<file path="src/rtl/scsi_io_arbiter.sv">
// rtl/scsi_io_arbiter.sv - round-robin arbiter serialising per-target sector requests onto one block-I/O channel
//
// Purpose:
//   Collects level-held read/write sector requests from DEVS SCSI targets and
//   presents them one at a time to the IO controller. The granted target alone
//   sees the acknowledge, the buffer write strobe and has its buffer read data
//   forwarded to the controller.
//
// Ports:
//   clk, reset        system clock, synchronous active-high reset
//   dev_lba[DEVS]     per-target sector LBA
//   dev_rd, dev_wr    per-target read/write request (level, held until dev_ack)
//   dev_ack           per-target acknowledge (only the granted bit can be high)
//   dev_buff_din[]    per-target buffer read data toward the IO controller
//   dev_buff_wr       buffer write strobe toward the targets
//   sd_lba/sd_rd/sd_wr  request to the IO controller
//   sd_ack            IO controller acknowledge, high for the whole transfer
//   sd_buff_wr        IO controller buffer write strobe
//   sd_buff_din       buffer read data of the granted target
//   sd_dev            index of the granted target
//   busy              arbiter is not idle
module scsi_io_arbiter #(
    parameter int DEVS = 2,
    parameter int DEVW = (DEVS > 1) ? $clog2(DEVS) : 1
) (
    input  logic            clk,
    input  logic            reset,
    input  logic [31:0]     dev_lba [DEVS],
    input  logic [DEVS-1:0] dev_rd,
    input  logic [DEVS-1:0] dev_wr,
    output logic [DEVS-1:0] dev_ack,
    input  logic [7:0]      dev_buff_din [DEVS],
    output logic            dev_buff_wr,
    output logic [31:0]     sd_lba,
    output logic            sd_rd,
    output logic            sd_wr,
    input  logic            sd_ack,
    input  logic            sd_buff_wr,
    output logic [7:0]      sd_buff_din,
    output logic [DEVW-1:0] sd_dev,
    output logic            busy
);

    typedef enum logic [1:0] {
        ST_IDLE,
        ST_REQ,
        ST_XFER,
        ST_GAP
    } state_t;

    localparam logic [DEVW:0]   DEVS_W   = DEVS[DEVW:0];
    localparam logic [DEVW-1:0] LAST_DEV = DEVW'(DEVS - 1);

    state_t          state_q, state_d;
    logic [DEVW-1:0] grant_q, grant_d;
    logic [DEVW-1:0] rr_ptr_q, rr_ptr_d;
    logic [31:0]     sd_lba_q, sd_lba_d;
    logic            sd_rd_q, sd_rd_d;
    logic            sd_wr_q, sd_wr_d;

    logic [DEVS-1:0] req;
    logic            found;
    logic [DEVW-1:0] winner;
    logic [DEVW:0]   sum;
    logic [DEVW-1:0] idx;
    logic            active;

    assign req = dev_rd | dev_wr;

    // Round-robin search: walk offsets from the farthest back to rr_ptr so the
    // last hit, i.e. the nearest requester at or above rr_ptr, wins.
    always_comb begin
        found  = 1'b0;
        winner = '0;
        sum    = '0;
        idx    = '0;
        for (int k = DEVS - 1; k >= 0; k--) begin
            sum = {1'b0, rr_ptr_q} + (DEVW + 1)'(k);
            if (sum >= DEVS_W) begin
                sum = sum - DEVS_W;
            end
            idx = sum[DEVW-1:0];
            if (req[idx]) begin
                found  = 1'b1;
                winner = idx;
            end
        end
    end

    always_comb begin
        state_d  = state_q;
        grant_d  = grant_q;
        rr_ptr_d = rr_ptr_q;
        sd_lba_d = sd_lba_q;
        sd_rd_d  = sd_rd_q;
        sd_wr_d  = sd_wr_q;
        case (state_q)
            ST_IDLE: begin
                // A still-high sd_ack (left over from an abandoned transfer)
                // blocks new grants until the controller releases it.
                if (!sd_ack && found) begin
                    grant_d  = winner;
                    sd_lba_d = dev_lba[winner];
                    sd_rd_d  = dev_rd[winner];
                    sd_wr_d  = dev_wr[winner] & ~dev_rd[winner];
                    state_d  = ST_REQ;
                end
            end
            ST_REQ: begin
                if (sd_ack) begin
                    sd_rd_d = 1'b0;
                    sd_wr_d = 1'b0;
                    state_d = ST_XFER;
                end
            end
            ST_XFER: begin
                if (!sd_ack) begin
                    rr_ptr_d = (grant_q == LAST_DEV) ? '0 : grant_q + DEVW'(1);
                    state_d  = ST_GAP;
                end
            end
            default: begin
                // One idle cycle lets the target see its ack drop and release
                // its request before the next arbitration.
                state_d = ST_IDLE;
            end
        endcase
    end

    always_ff @(posedge clk) begin
        if (reset) begin
            state_q  <= ST_IDLE;
            grant_q  <= '0;
            rr_ptr_q <= '0;
            sd_lba_q <= '0;
            sd_rd_q  <= 1'b0;
            sd_wr_q  <= 1'b0;
        end else begin
            state_q  <= state_d;
            grant_q  <= grant_d;
            rr_ptr_q <= rr_ptr_d;
            sd_lba_q <= sd_lba_d;
            sd_rd_q  <= sd_rd_d;
            sd_wr_q  <= sd_wr_d;
        end
    end

    assign active = (state_q == ST_REQ) || (state_q == ST_XFER);

    genvar gi;
    generate
        for (gi = 0; gi < DEVS; gi++) begin : g_ack
            assign dev_ack[gi] = sd_ack & active & (grant_q == DEVW'(gi));
        end
    endgenerate

    assign dev_buff_wr = sd_buff_wr & active;
    assign sd_buff_din = dev_buff_din[grant_q];
    assign sd_lba      = sd_lba_q;
    assign sd_rd       = sd_rd_q;
    assign sd_wr       = sd_wr_q;
    assign sd_dev      = grant_q;
    assign busy        = (state_q != ST_IDLE);

endmodule

</file>
<file path="config.mk">
export PLATFORM = sky130hd
export DESIGN_NAME = scsi_io_arbiter
export DESIGN_NICKNAME = d
export VERILOG_FILES = /design/src/rtl/scsi_io_arbiter.sv
export SDC_FILE = /design/constraint.sdc
export NUM_CORES = 1
export LEC_CHECK = 0
export BUFFER_PORTS_ARGS = -buffer_cell sky130_fd_sc_hd__buf_4
export CAP_MARGIN = 0
export CELL_PAD_IN_SITES_DETAIL_PLACEMENT = 0
export CELL_PAD_IN_SITES_GLOBAL_PLACEMENT = 2
export CORE_ASPECT_RATIO = 1.75
export CORE_MARGIN = 2
export CORE_UTILIZATION = 22
export DETAILED_ROUTE_END_ITERATION = 8
export HOLD_SLACK_MARGIN = 0.08
export MAX_ROUTING_LAYER = met4
export PLACE_DENSITY = 0.82
export SLEW_MARGIN = 20
export SYNTH_ARGS = -nofsm -noshare
export SYNTH_HDL_FRONTEND = slang
export SYNTH_SLANG_ARGS = --single-unit
</file>
<file path="constraint.sdc">
create_clock -name clk -period 1.9 [get_ports clk]
set_input_delay 0.57 -clock clk [delete_from_list [all_inputs] [get_ports clk]]
set_output_delay 0.57 -clock clk [all_outputs]
set_load 0.02 [all_outputs]
</file>
* Yosys cells after proc, flatten, opt, wreduce, memory -nomap -nowiden
Cells that the tools add are included.
Operators by class: equality and inequality tests 5, $add $sub $neg 4, div/mod/pow operators 0, shift operators 0, reductions and logical operators 10, bitwise gates (word level) 11, order comparisons 7, multipliers 0, mux-type cells 30
Operators with widths (number):
- $mux W32 | 3
- $mux W8 | 3
- $mux W1 | 18
- $ge A2 B2 Y1 const B | 3
- $lt A1 B2 Y1 const B | 3
- $mux W2 | 3
- $ne A2 B2 Y1 const B | 3
- $pmux W2 S3 | 1
- $reduce_and A3 Y1 | 2
- $and A1 B1 Y1 | 5
- $not A1 Y2 | 2
- $pmux W1 S2 | 2
- $reduce_and A2 Y1 | 2
- $reduce_bool A2 Y1 | 2
- $not A1 Y1 | 3
- $add A1 B1 Y2 const B | 1
- $eq A2 B1 Y1 const B | 1
- $eq A2 B2 Y1 const B | 1
- $ge A1 B2 Y1 const B | 1
- $logic_not A2 Y1 | 1
- $or A2 B2 Y2 | 1
- $sub A1 B1 Y1 const B | 2
- $add A1 B1 Y1 const B | 1
- $logic_and A1 B1 Y1 | 1
- 2 further kinds | 2
Word-level totals: memory bits (writable) 0, memory bits (read-only) 0, bits in registers 38, bits in latches 0, input port bits 88, memories 0, output and inout bits 47

* Depth between registers and ports, before layout
depth after elaboration 13, depth in mapped cells 8, gate-level depth less buffers 6

* Worst setup path before layout
Ideal clock, no wire load.
kind reg2out, start point reg grant_q (netlist: sd_dev), end point out sd_buff_din[1], setup slack 0.108 ns, buffers on the path 1, cell stages (with the launch flop) 3, data arrival time 1.222 ns, path through dfxtp_1 -> buf_1 -> mux2_2
Between the ends: word-level cells in the longest chain between the ends 4
RTL lines:
- start, declared | RTL line 55 | logic [DEVW-1:0] grant_q, grant_d;
- start signal, assigned | RTL line 140 | grant_q <= grant_d;
- $not A1 Y2 (implied by the code) | RTL line 158 | assign sd_buff_din = dev_buff_din[grant_q];
- $mux W8 (implied by the code) (3 in a row) | RTL line 158
- end, declared | RTL line 39 | output logic [7:0] sd_buff_din,
Every way passes these cells. The select of a mux whose other input is x is not followed.

* Worst setup path after layout
start point reg grant_q (netlist: sd_dev), end point out sd_buff_din[3]
The elaborated chain is that of the path after synthesis.

==> out/metrics.cfg <==
[status]
outcome = finished, final reports clean

[timing]
drv_slew = 0
min_period_ns = 1.83
fmax_mhz = 545
skew_ns = 0.00415
timing.slew.headroom_pct = 74.4
tightest_slew_ns = 0.374
rsz0062_at_grt = no
report.final.hold_viol_count = 0
setup_viol = 0
worst_slack_ns = 0.0655
final.setup.tns_ns = 0
final.period_utilization_pct = 96.6

[placement]
place_ws_ns = 0.169
dp_hpwl_um = 5140
dp_cells = 477
portBuffers = 134
gp_congestion = 0.755

[logic_synthesis]
synth_adder_area_share_pct = 1.83
yosys_warnings = 0
yosys.area_share.simple_pct = 23.1
synth-compound-area-share_pct = 25.8
syn-num-nets = 325
synth.ff_latch_count = 38
synth_top_family_by_area = compound AO/OA/AOI/OAI gates
synth_mux_area_share_pct = 5.37
synth.distinct_cells = 34
synth-edff-count = 0
yosysSeqAreaShare_pct = 37.1
synthArstFlopShare_pct = 0
syn_inst = 234
synthFlopType = dfxtp_1
synth_xor_area_share_pct = 0
syn_area_sq_mm = 0.00205
avgSynthCellArea_sq_um = 8.77

[drt]
drc_errors = 0
routed.top_layer = met4
drt-initial-drc-count = 82
wl_met3_um = 395
viasPerCell = 4.47
ant_nets = 0
drt-pass1-iter-count = 4
detailroute.via_count = 2167
wl_per_cell_um = 13.5
drt_wl_total_um = 6560
drt-met1-wl_um = 2380
routed-wl-met2_um = 3670

[power_and_ir_drop]
leakage_uw = 0.00150
ir_drop_v = 0.000392
cellPowerDensity_mw_per_mm2 = 975

[finish]
final-seq-area_sq_um = 764
nets = 455
diodes = 0
multi_input_area_sq_mm = 0.00117
drive_above_1_share_pct = 52.6
area_delta_synth_final_pct = 64.8
n_fill_cell = 988
fin_cells = 485

[hold_path]
hold_depth = 2
min_path_type = flop to flop

[global_route]
antenna_found_initial = 0
grt-ovfl-total = 0
grt_usage_pct = 13.3
first_global_vias = 2247
grt_max_degree = 34
grt_pass1_wl_um = 10600

[die]
top_level_ports = 135
placementRows = 46
fp.dieH_um = 132
coreArea_sq_mm = 0.00909
dieArea_sq_mm = 0.0101
initial_core_util_pct = 22.6
die_w_um = 77.0

[clocking]
cts_setup_buffers = 0
cts_buffers = 5
clkTransAtPathRegs_ns = 0.05
clock_sinks = 38
cts-root-buf = clkbuf_16
cts_tree = done
insertion_delay_ns = 0.28
clockBufferDepth = 2
htree_levels = 2

[critical_path]
crit_path_max_fanout = 11
critPathRequiredTime_ns = 1.33
cp.arrival_ns = 1.26
setup.worst_path.class = flop to output pin
endpoint_kind = output pin
worst_setup_path_start_kind = flop
reg2reg_depth = 7

[job]
maxCapViolCount = 0

registers in the layout (all words and copies together), names as in the netlist:
register / cells
state_q: 2
sd_lba: 32
sd_rd: 1
sd_dev: 1
sd_wr: 1
rr_ptr_q: 1
final timing paths:
path,start,to,slack [ns]
max,sd_dev,sd_buff_din[3],0.07
min reg2reg,sd_wr,sd_wr,0.48
max reg2reg,state_q[0],sd_lba[22],0.32
min,sd_wr,sd_wr,0.48
repair_timing:
item,4_1_cts,5_1_grt
hold buffers,0,0
resized for setup,2,4
endpoints found under the setup margin,10,3
pin swaps,0,1
stage by stage:
stage          instance area (sq um)  hold WS, ns  power [uW]  util (%)
2_1_floorplan                   2050        0.485        1840         -
3_3_place_gp                    3200        0.460        2350      35.2
3_5_place_dp                    3200        0.474        2370      35.2
4_1_cts                         3380        0.482        3350      37.2
5_1_grt                         3380        0.496        3490      37.2
6_report                        3380        0.479        3300      37.2
cells in the final DEF, fill, tap and decap left out, types with 2 or more instances in the layout:
master,count
buf_4,138
clkbuf_16,5
dfxtp_2,3
clkbuf_1,2
inv_1,2
mux2i_1,2
dfxtp_1,35
a311oi_2,25
mux2_2,8
a311oi_1,7
a21oi_1,2
a31oi_1,2
ha_1,2
inv_2,3
nand2_1,65
buf_12,4
nor2_1,41
area by class of cell:
cell class              instances  share of cell area (%)
well taps                     120                    4.44
clock buffers                   7                    3.92
clock inverters                 1                   0.888
flip-flops and latches         38                    22.6
repair buffers                142                    33.0
inverters                       5                   0.555
multi-input cells             172                    34.6
cells by family (layout without fill, tap and decap cells):
logic type	Yosys count	after routing
buffers and inverters	24	155
multiplexers	10	10
flip-flops	38	38
AO/OA/AOI/OAI	44	44
AND/OR/NAND/NOR	115	115
adder cells (fa/ha/maj)	3	3
critical path: stages, from the launching register on:
cell and delay (ns):
dfxtp_2 0.45, mux2_2 0.37, buf_4 0.16
report_power, final:
part	internal (uW)	leakage [uW]	switching, uW	total, uW
clock network	620	0.0000781	315	935
logic	625	0.00111	709	1330
registers	943	0.000315	84.9	1030
layer usage:
layer	track usage, %	vias to the layer above
met5	-	-
met4	4.37	0
met3	2.81	8
met2	25.7	91
met1	12.8	990
li1	-	1078
cells in the mapped netlist (all sizes together), types with 2 or more instances:
cell type	n	share of area (%)
nand2	65	12
nor2	41	7.5
dfxtp	38	37
a311oi	32	21
buf	14	5.0
mux2	8	4.4
clkbuf	5	0.91
inv	5	0.91
ha	3	1.8
a21oi	2	0.49
a31oi	2	0.61
mux2i	2	0.98
No activity file was read; power rests on OpenSTA's default activity.
